<file path="src/rtl/pwm_capture_pkg.sv">
// pwm_capture_pkg -- shared definitions for the PWM capture block.
//   state_t           : capture state machine encoding (SYNC, RUN)
//   DEF_FRAME_LEN     : default clock cycles per measurement frame
//   DEF_SAMPLE_W      : default width of the recovered sample
//   SYNC_STAGES       : depth of the Pulse_In synchronizer
//   is_pow2()         : selects shift-based scaling when FRAME_LEN allows it
package pwm_capture_pkg;

  typedef enum logic {
    SYNC = 1'b0,  // waiting for the first (partial) frame to close
    RUN  = 1'b1   // every frame wrap produces a sample
  } state_t;

  localparam int DEF_FRAME_LEN = 256;
  localparam int DEF_SAMPLE_W  = 8;
  localparam int SYNC_STAGES   = 2;

  function automatic bit is_pow2(input int value);
    return (value > 0) && ((value & (value - 1)) == 0);
  endfunction

endpackage

</file>
<file path="src/rtl/pulse_sync.sv">
// pulse_sync -- multi-flop synchronizer bringing the asynchronous PWM stream
// into the sysclk domain.
// Ports:
//   sysclk : clock, rising edge
//   reset  : synchronous, active-high; clears every stage
//   din    : asynchronous input
//   dout   : synchronized output (STAGES cycles of latency)
module pulse_sync
  import pwm_capture_pkg::*;
#(
  parameter int STAGES = SYNC_STAGES
) (
  input  logic sysclk,
  input  logic reset,
  input  logic din,
  output logic dout
);

  logic [STAGES-1:0] stage_q;

  // NOTE: sequential state always uses non-blocking assignments so every flop
  // samples the pre-edge value of its neighbour, which is what makes this a
  // shift chain rather than a single flop.
  always_ff @(posedge sysclk) begin
    if (reset) begin
      stage_q <= '0;
    end else begin
      stage_q <= {stage_q[STAGES-2:0], din};
    end
  end

  assign dout = stage_q[STAGES-1];

endmodule

</file>
<file path="src/rtl/pwm_capture.sv">
// pwm_capture -- recovers a duty-cycle value from a PWM/PDM stream by counting
// high cycles over fixed-length frames and scaling the count to SAMPLE_W bits.
// Ports:
//   sysclk       : clock, rising edge
//   reset        : synchronous, active-high; dominates every other event
//   Pulse_In     : asynchronous PWM/PDM input
//   Sample       : recovered duty-cycle value
//   Sample_Valid : Sample holds an unconsumed value
//   Sample_Ready : consumer takes Sample when high together with Sample_Valid
//   Overrun      : sticky, an unconsumed sample was overwritten
//   Locked       : high once the first complete frame has been measured
// Build option: define PWM_CAPTURE_AVG_EN to output a 4-tap moving average of
// the per-frame values instead of the single-frame value.
module pwm_capture
  import pwm_capture_pkg::*;
#(
  parameter int FRAME_LEN = DEF_FRAME_LEN,
  parameter int SAMPLE_W  = DEF_SAMPLE_W
) (
  input  logic                sysclk,
  input  logic                reset,
  input  logic                Pulse_In,
  output logic [SAMPLE_W-1:0] Sample,
  output logic                Sample_Valid,
  input  logic                Sample_Ready,
  output logic                Overrun,
  output logic                Locked
);

  localparam int CNT_W   = $clog2(FRAME_LEN);
  localparam int HIGH_W  = $clog2(FRAME_LEN + 1);  // must hold FRAME_LEN itself
  localparam int SCALE_W = HIGH_W + SAMPLE_W;
  localparam int LOG2_FL = $clog2(FRAME_LEN);
  localparam bit IS_POW2 = is_pow2(FRAME_LEN);

  localparam logic [CNT_W-1:0]   LAST_CNT = CNT_W'(FRAME_LEN - 1);
  localparam logic [SCALE_W-1:0] SAT_MAX  = {{HIGH_W{1'b0}}, {SAMPLE_W{1'b1}}};

  logic                pulse_s;
  logic [CNT_W-1:0]    frame_cnt;
  logic [HIGH_W-1:0]   high_cnt;
  logic                wrap;
  logic                load;
  state_t              state;
  logic [HIGH_W-1:0]   closing_cnt;
  logic [SCALE_W-1:0]  scaled_full;
  logic [SCALE_W-1:0]  scaled_raw;
  logic [SAMPLE_W-1:0] frame_val;
  logic [SAMPLE_W-1:0] next_sample;

  pulse_sync #(
    .STAGES(SYNC_STAGES)
  ) u_pulse_sync (
    .sysclk (sysclk),
    .reset  (reset),
    .din    (Pulse_In),
    .dout   (pulse_s)
  );

  assign wrap = (frame_cnt == LAST_CNT);
  // Only frames that started after lock produce samples; the first wrap after
  // reset closes a frame whose start is undefined relative to the stream.
  assign load = wrap && (state == RUN);

  // Frame and high-cycle counters. The wrap cycle belongs to the closing frame,
  // so its synchronized input is folded into closing_cnt, not into high_cnt.
  always_ff @(posedge sysclk) begin
    if (reset) begin
      frame_cnt <= '0;
      high_cnt  <= '0;
    end else if (wrap) begin
      frame_cnt <= '0;
      high_cnt  <= '0;
    end else begin
      frame_cnt <= frame_cnt + CNT_W'(1);
      high_cnt  <= high_cnt + HIGH_W'(pulse_s);
    end
  end

  assign closing_cnt = high_cnt + HIGH_W'(pulse_s);

  // Scale count * 2^SAMPLE_W / FRAME_LEN, then clamp: a fully-high frame maps
  // to 2^SAMPLE_W, one past the largest representable sample.
  // NOTE: every signal written in always_comb gets an unconditional value
  // first, so no path leaves it holding its old value and no latch is inferred.
  always_comb begin
    scaled_full = SCALE_W'(closing_cnt) << SAMPLE_W;
    scaled_raw  = scaled_full;
    if (IS_POW2) begin
      scaled_raw = scaled_full >> LOG2_FL;
    end else begin
      scaled_raw = scaled_full / SCALE_W'(FRAME_LEN);
    end
    frame_val = (scaled_raw > SAT_MAX) ? {SAMPLE_W{1'b1}} : scaled_raw[SAMPLE_W-1:0];
  end

  // Capture state machine; Locked is registered alongside the state.
  always_ff @(posedge sysclk) begin
    if (reset) begin
      state  <= SYNC;
      Locked <= 1'b0;
    end else begin
      case (state)
        SYNC: begin
          if (wrap) begin
            state  <= RUN;
            Locked <= 1'b1;
          end
        end
        RUN: begin
          state  <= RUN;
          Locked <= 1'b1;
        end
        default: begin
          state  <= SYNC;
          Locked <= 1'b0;
        end
      endcase
    end
  end

`ifdef PWM_CAPTURE_AVG_EN
  localparam int SUM_W = SAMPLE_W + 2;

  logic [SAMPLE_W-1:0] hist_0;
  logic [SAMPLE_W-1:0] hist_1;
  logic [SAMPLE_W-1:0] hist_2;
  logic [SUM_W-1:0]    avg_sum;

  // NOTE: the history is storage, yet it is reset on purpose: the average must
  // ramp up from zero after reset rather than mix in stale frames.
  always_ff @(posedge sysclk) begin
    if (reset) begin
      hist_0 <= '0;
      hist_1 <= '0;
      hist_2 <= '0;
    end else if (load) begin
      hist_0 <= frame_val;
      hist_1 <= hist_0;
      hist_2 <= hist_1;
    end
  end

  assign avg_sum     = SUM_W'(frame_val) + SUM_W'(hist_0) + SUM_W'(hist_1) + SUM_W'(hist_2);
  assign next_sample = SAMPLE_W'(avg_sum >> 2);
`else
  assign next_sample = frame_val;
`endif

  // Output register with valid/ready handshake. A load in the same cycle as a
  // consume wins: the new value stays valid and it is not an overrun.
  always_ff @(posedge sysclk) begin
    if (reset) begin
      Sample       <= '0;
      Sample_Valid <= 1'b0;
      Overrun      <= 1'b0;
    end else if (load) begin
      Sample       <= next_sample;
      Sample_Valid <= 1'b1;
      if (Sample_Valid && !Sample_Ready) begin
        Overrun <= 1'b1;
      end
    end else if (Sample_Valid && Sample_Ready) begin
      Sample_Valid <= 1'b0;
    end
  end

endmodule

</file>
<file path="config.mk">
export PLATFORM = sky130hd
export DESIGN_NAME = pwm_capture
export DESIGN_NICKNAME = d
export VERILOG_FILES = /design/src/rtl/pwm_capture_pkg.sv /design/src/rtl/pulse_sync.sv /design/src/rtl/pwm_capture.sv
export SDC_FILE = /design/constraint.sdc
export NUM_CORES = 1
export LEC_CHECK = 0
export ABC_AREA = 1
export CORE_ASPECT_RATIO = 1.75
export CORE_UTILIZATION = 53
export CTS_BUF_LIST = sky130_fd_sc_hd__clkbuf_16
export DETAILED_ROUTE_END_ITERATION = 7
export PLACE_DENSITY = 0.77
export SYNTH_ARGS = -nofsm -noshare
export SYNTH_HDL_FRONTEND = slang
export SYNTH_HIERARCHICAL = 1
export SYNTH_SLANG_ARGS = --single-unit
</file>
<file path="constraint.sdc">
create_clock -name sysclk -period 1.65 [get_ports sysclk]
set_input_delay 0.33 -clock sysclk [delete_from_list [all_inputs] [get_ports sysclk]]
set_output_delay 0.33 -clock sysclk [all_outputs]
set_load 0.02 [all_outputs]
</file>
==> run metrics <==
XOR/XNOR Fraction of Synth Area=roughly 5.6%; share of layout cells above drive strength 1=around an eighth; share of the synthesized area in compound gates (AO/OA/AOI/OAI)=6.727%; final estimated routing congestion in global placement=0.7149; final-stage net count=186; fraction of synthesized area in multiplexers=0%; core area=between 2000 and 2500 um^2; ordered cell list for the critical path=ha_2 -> ha_4 -> nand2_2 -> nor2_4 -> buf_4 -> nand3_1 -> nand2_2 -> nor2_4 -> a21oi_1; worst reg2reg path startpoint=u_pulse_sync/stage_q[1]$_SDFF_PP0_; Hold Buf Count CTS=0; area share of fa/ha/maj cells after synthesis=3.012%; hpwl dp=1617 um; Required @ worst endpoint=1.80 ns; CTS tree=built; post-detailed-route DRC marker count=0; sequential element share of the synthesized area=49.80%; average size of a mapped cell=7.938 um^2; diode count=0; clock tree root driver cell=sky130_fd_sc_hd__clkbuf_16; cell with the largest stage delay on the worst path=sky130_fd_sc_hd__dfxtp_1; Leak=0.6922 nW; DIE AREA=between 2000 and 3000 um^2; simple logic cell fraction of the synthesized area=25.50%; drt total wl=2376 um; count of pins on the block boundary=15; post-CTS clock slew at the launch and capture registers of the worst setup and hold paths=0.05 ns; count of final setup violators=0; cell internal pwr=1.319 mW; combinational family with the most area after synthesis=simple AND/OR/NAND/NOR gates; Hold Path End=u_pulse_sync/stage_q[1]$_SDFF_PP0_; FF-to-FF End=Sample[3]$_SDFFE_PP0P_; number of global-route vias before repair=slightly above 900; Chip Width=38.66 um; worst stage delay on the critical path=0.30 ns; Via-to-Cell Ratio=4.956; pin slew with the least headroom to its limit=0.3322 ns; status=finished clean; cell count of the worst reg-to-reg path=9; hold_ws=0.4278 ns; post-synthesis instance area=1246 um^2; Worst-Skew Late Latency=between 0.2 and 0.3 ns; top fanout value on the critical path=7; overflow left after global routing=0; max-slew headroom at the worst pin=77.77%; Yosys warnings=6; first drt pass iteration count=4; global-route wire length before repair=3629 um; highest achievable clock rate=between 0.6 and 0.7 GHz; final setup TNS=0 ns; layer carrying the most global-route usage=met2; kind of critical path=reg2reg; clock group share of total power=50.4%; number of buffers inserted during clock tree synthesis=5; final-report hold violation count=0; type of the tightest min-delay check=reg2reg; net switching share of the total power=approximately 19%; total via count in the routed design=1,006; Unique masters post-synth=22; max-capacitance violation count=0; worst hold path startpoint=u_pulse_sync/stage_q[0]$_SDFF_PP0_; register-to-register setup slack=0.09 ns; part of the power in combinational logic=2.6%; Post-DRT Antenna Nets=0; final worst path period share=94.29%; CP Data Arrival Time=~1.7 ns; global routing met1 resource utilization=17.71%; initial antenna violation count=0; grt met3 use=9.091%; Initial Util=58.04%; Overall Global Routing Usage=between 20% and 30%; number of pins exceeding their max-slew limit in the final report=0; Worst Setup Start Kind=register; routing usage on met2=38.96%; maximum clock insertion buffer count=2; minimum clock period=1.556 ns; Die Y=66.15 um; FP Rows=22; switching power total=0.3158 mW; synthesis-to-finish area growth=27.31%; IO buf count=14; H-tree lvl count=2; most common cell after layout, fill and taps aside=sky130_fd_sc_hd__dfxtp_1; commonest non-fill, non-tap cells in the layout=sky130_fd_sc_hd__dfxtp_1 (31), sky130_fd_sc_hd__nand2_1 (30), sky130_fd_sc_hd__inv_1 (27), sky130_fd_sc_hd__nor2_1 (22), sky130_fd_sc_hd__clkdlybuf4s50_1 (14); Hold Crit Depth=2; proportion of power drawn by flip-flops and latches=47.0%; TritonCTS Sinks=31; pin count of the biggest net entering global routing=18; kind of capture point of the worst setup path=register; net count of the mapped netlist=164; post-DR wirelength/cell=11.70 um; flip-flop and latch count after synthesis=31; starting DRC count in detailed routing=27; worst clock skew=about 0.0037 ns; worst vdd rail ir drop=982.5 uV; power per unit of standard cell area=1030 nW/um^2; Post-Syn Instances=157
-- stage by stage --
step | setup slack (ns) | power, mW | cell area [um^2] | std cells | utilization, %
floorplan | 0.2784 | 0.8060 | 1246 | 157 | -
global placement | 0.2054 | 0.8209 | 1420 | 195 | 66.14
detailed placement | 0.1279 | 0.8244 | 1420 | 195 | 66.14
CTS | 0.08060 | 1.653 | 1554 | 202 | 72.38
global route | -0.01536 | 1.682 | 1587 | 203 | 73.89
finish | 0.09418 | 1.634 | 1587 | 203 | 73.89
-- metal layers --
metal,share of wire [%],wire length [um],up-vias
met5,0,0,-
met4,1.9,46,0
met3,3.7,89,5
met2,57,1354,15
met1,37,886,463
li1,-,-,523
-- Yosys cell counts --
cell type                  number  area share, %
sky130_fd_sc_hd__a21oi_1       12            4.8
sky130_fd_sc_hd__nor3_1         2           0.80
sky130_fd_sc_hd__dfxtp_1       31             50
sky130_fd_sc_hd__clkbuf_1       1           0.30
sky130_fd_sc_hd__inv_1         27            8.1
sky130_fd_sc_hd__nor3b_1        1           0.60
sky130_fd_sc_hd__nand2_2        1           0.50
sky130_fd_sc_hd__nor2_2         1           0.50
sky130_fd_sc_hd__inv_2          1           0.30
sky130_fd_sc_hd__xnor2_1        4            2.8
sky130_fd_sc_hd__nand2_1       32            9.6
sky130_fd_sc_hd__nand3_4        1            1.4
sky130_fd_sc_hd__buf_4          1           0.60
sky130_fd_sc_hd__xor2_1         4            2.8
sky130_fd_sc_hd__a21oi_2        1           0.70
sky130_fd_sc_hd__nor2_4         2            1.8
sky130_fd_sc_hd__nand3_2        1           0.80
sky130_fd_sc_hd__o21a_1         1           0.60
sky130_fd_sc_hd__a21o_1         1           0.60
sky130_fd_sc_hd__nand3_1        7            2.8
sky130_fd_sc_hd__nor2_1        22            6.6
sky130_fd_sc_hd__ha_1           3            3.0
-- area by class of cell --
cell class,instances,area (um^2)
Timing Repair Buffer,17,162.7
Multi-Input combinational cell,96,534.3
Tap cell,24,30.03
Fill cell,178,560.5
Clock inverter,2,8.758
Sequential cell,31,620.6
Clock buffer,5,125.1
Inverter,28,105.1
-- logic make-up (layout without fill, tap and decap cells) --
| family | after synthesis | count (layout) |
|---|---|---|
| fa+ha+maj | 3 | 3 |
| simple gates | 70 | 70 |
| compound gates | 15 | 15 |
| flops | 31 | 31 |
| buf+inv | 30 | 52 |
| xor+xnor | 8 | 8 |
-- power groups by stage --
stage	logic, mW	clock network, mW	registers, mW
2_1_floorplan	0.0260	0	0.780
3_3_place_gp	0.0402	0	0.781
3_5_place_dp	0.0430	0	0.781
4_1_cts	0.0432	0.843	0.767
5_1_grt	0.0486	0.866	0.768
6_report	0.0433	0.824	0.767
-- worst max-delay path, delay by kind of cell, from the launching register on --
family,cells,cell delay (ns)
adder cells (fa/ha/maj),2,0.37
buffers and inverters,1,0.12
flip-flops,1,0.30
AO/OA/AOI/OAI,1,0.09
AND/OR/NAND/NOR,5,0.55
-- flip-flops by register name, indices dropped and copies added (netlist names) --
name                  flops
Locked                    1
Overrun                   1
Sample                    8
Sample_Valid              1
frame_cnt                 8
high_cnt                  9
state                     1
u_pulse_sync/stage_q      2
-- how the worst max path moves through the flow --
stage,start,end,slack (ns),depth (start not counted)
floorplan,u_pulse_sync/stage_q[1]$_SDFF_PP0_,Sample[1]$_SDFFE_PP0P_,0.28,9
global placement,u_pulse_sync/stage_q[1]$_SDFF_PP0_,Sample[7]$_SDFFE_PP0P_,0.21,9
detailed placement,u_pulse_sync/stage_q[1]$_SDFF_PP0_,Sample[3]$_SDFFE_PP0P_,0.13,9
CTS,Sample[2]$_SDFFE_PP0P_,Sample[2],0.08,1
global route,u_pulse_sync/stage_q[1]$_SDFF_PP0_,Sample[4]$_SDFFE_PP0P_,-0.02,9
finish,u_pulse_sync/stage_q[1]$_SDFF_PP0_,Sample[3]$_SDFFE_PP0P_,0.09,9
-- what timing repair did --
action,CTS,global route
setup endpoints to repair,0,7
gates resized for setup,0,6
buffers inserted,0,1
Note: power is estimated with default switching activity, not from simulation.
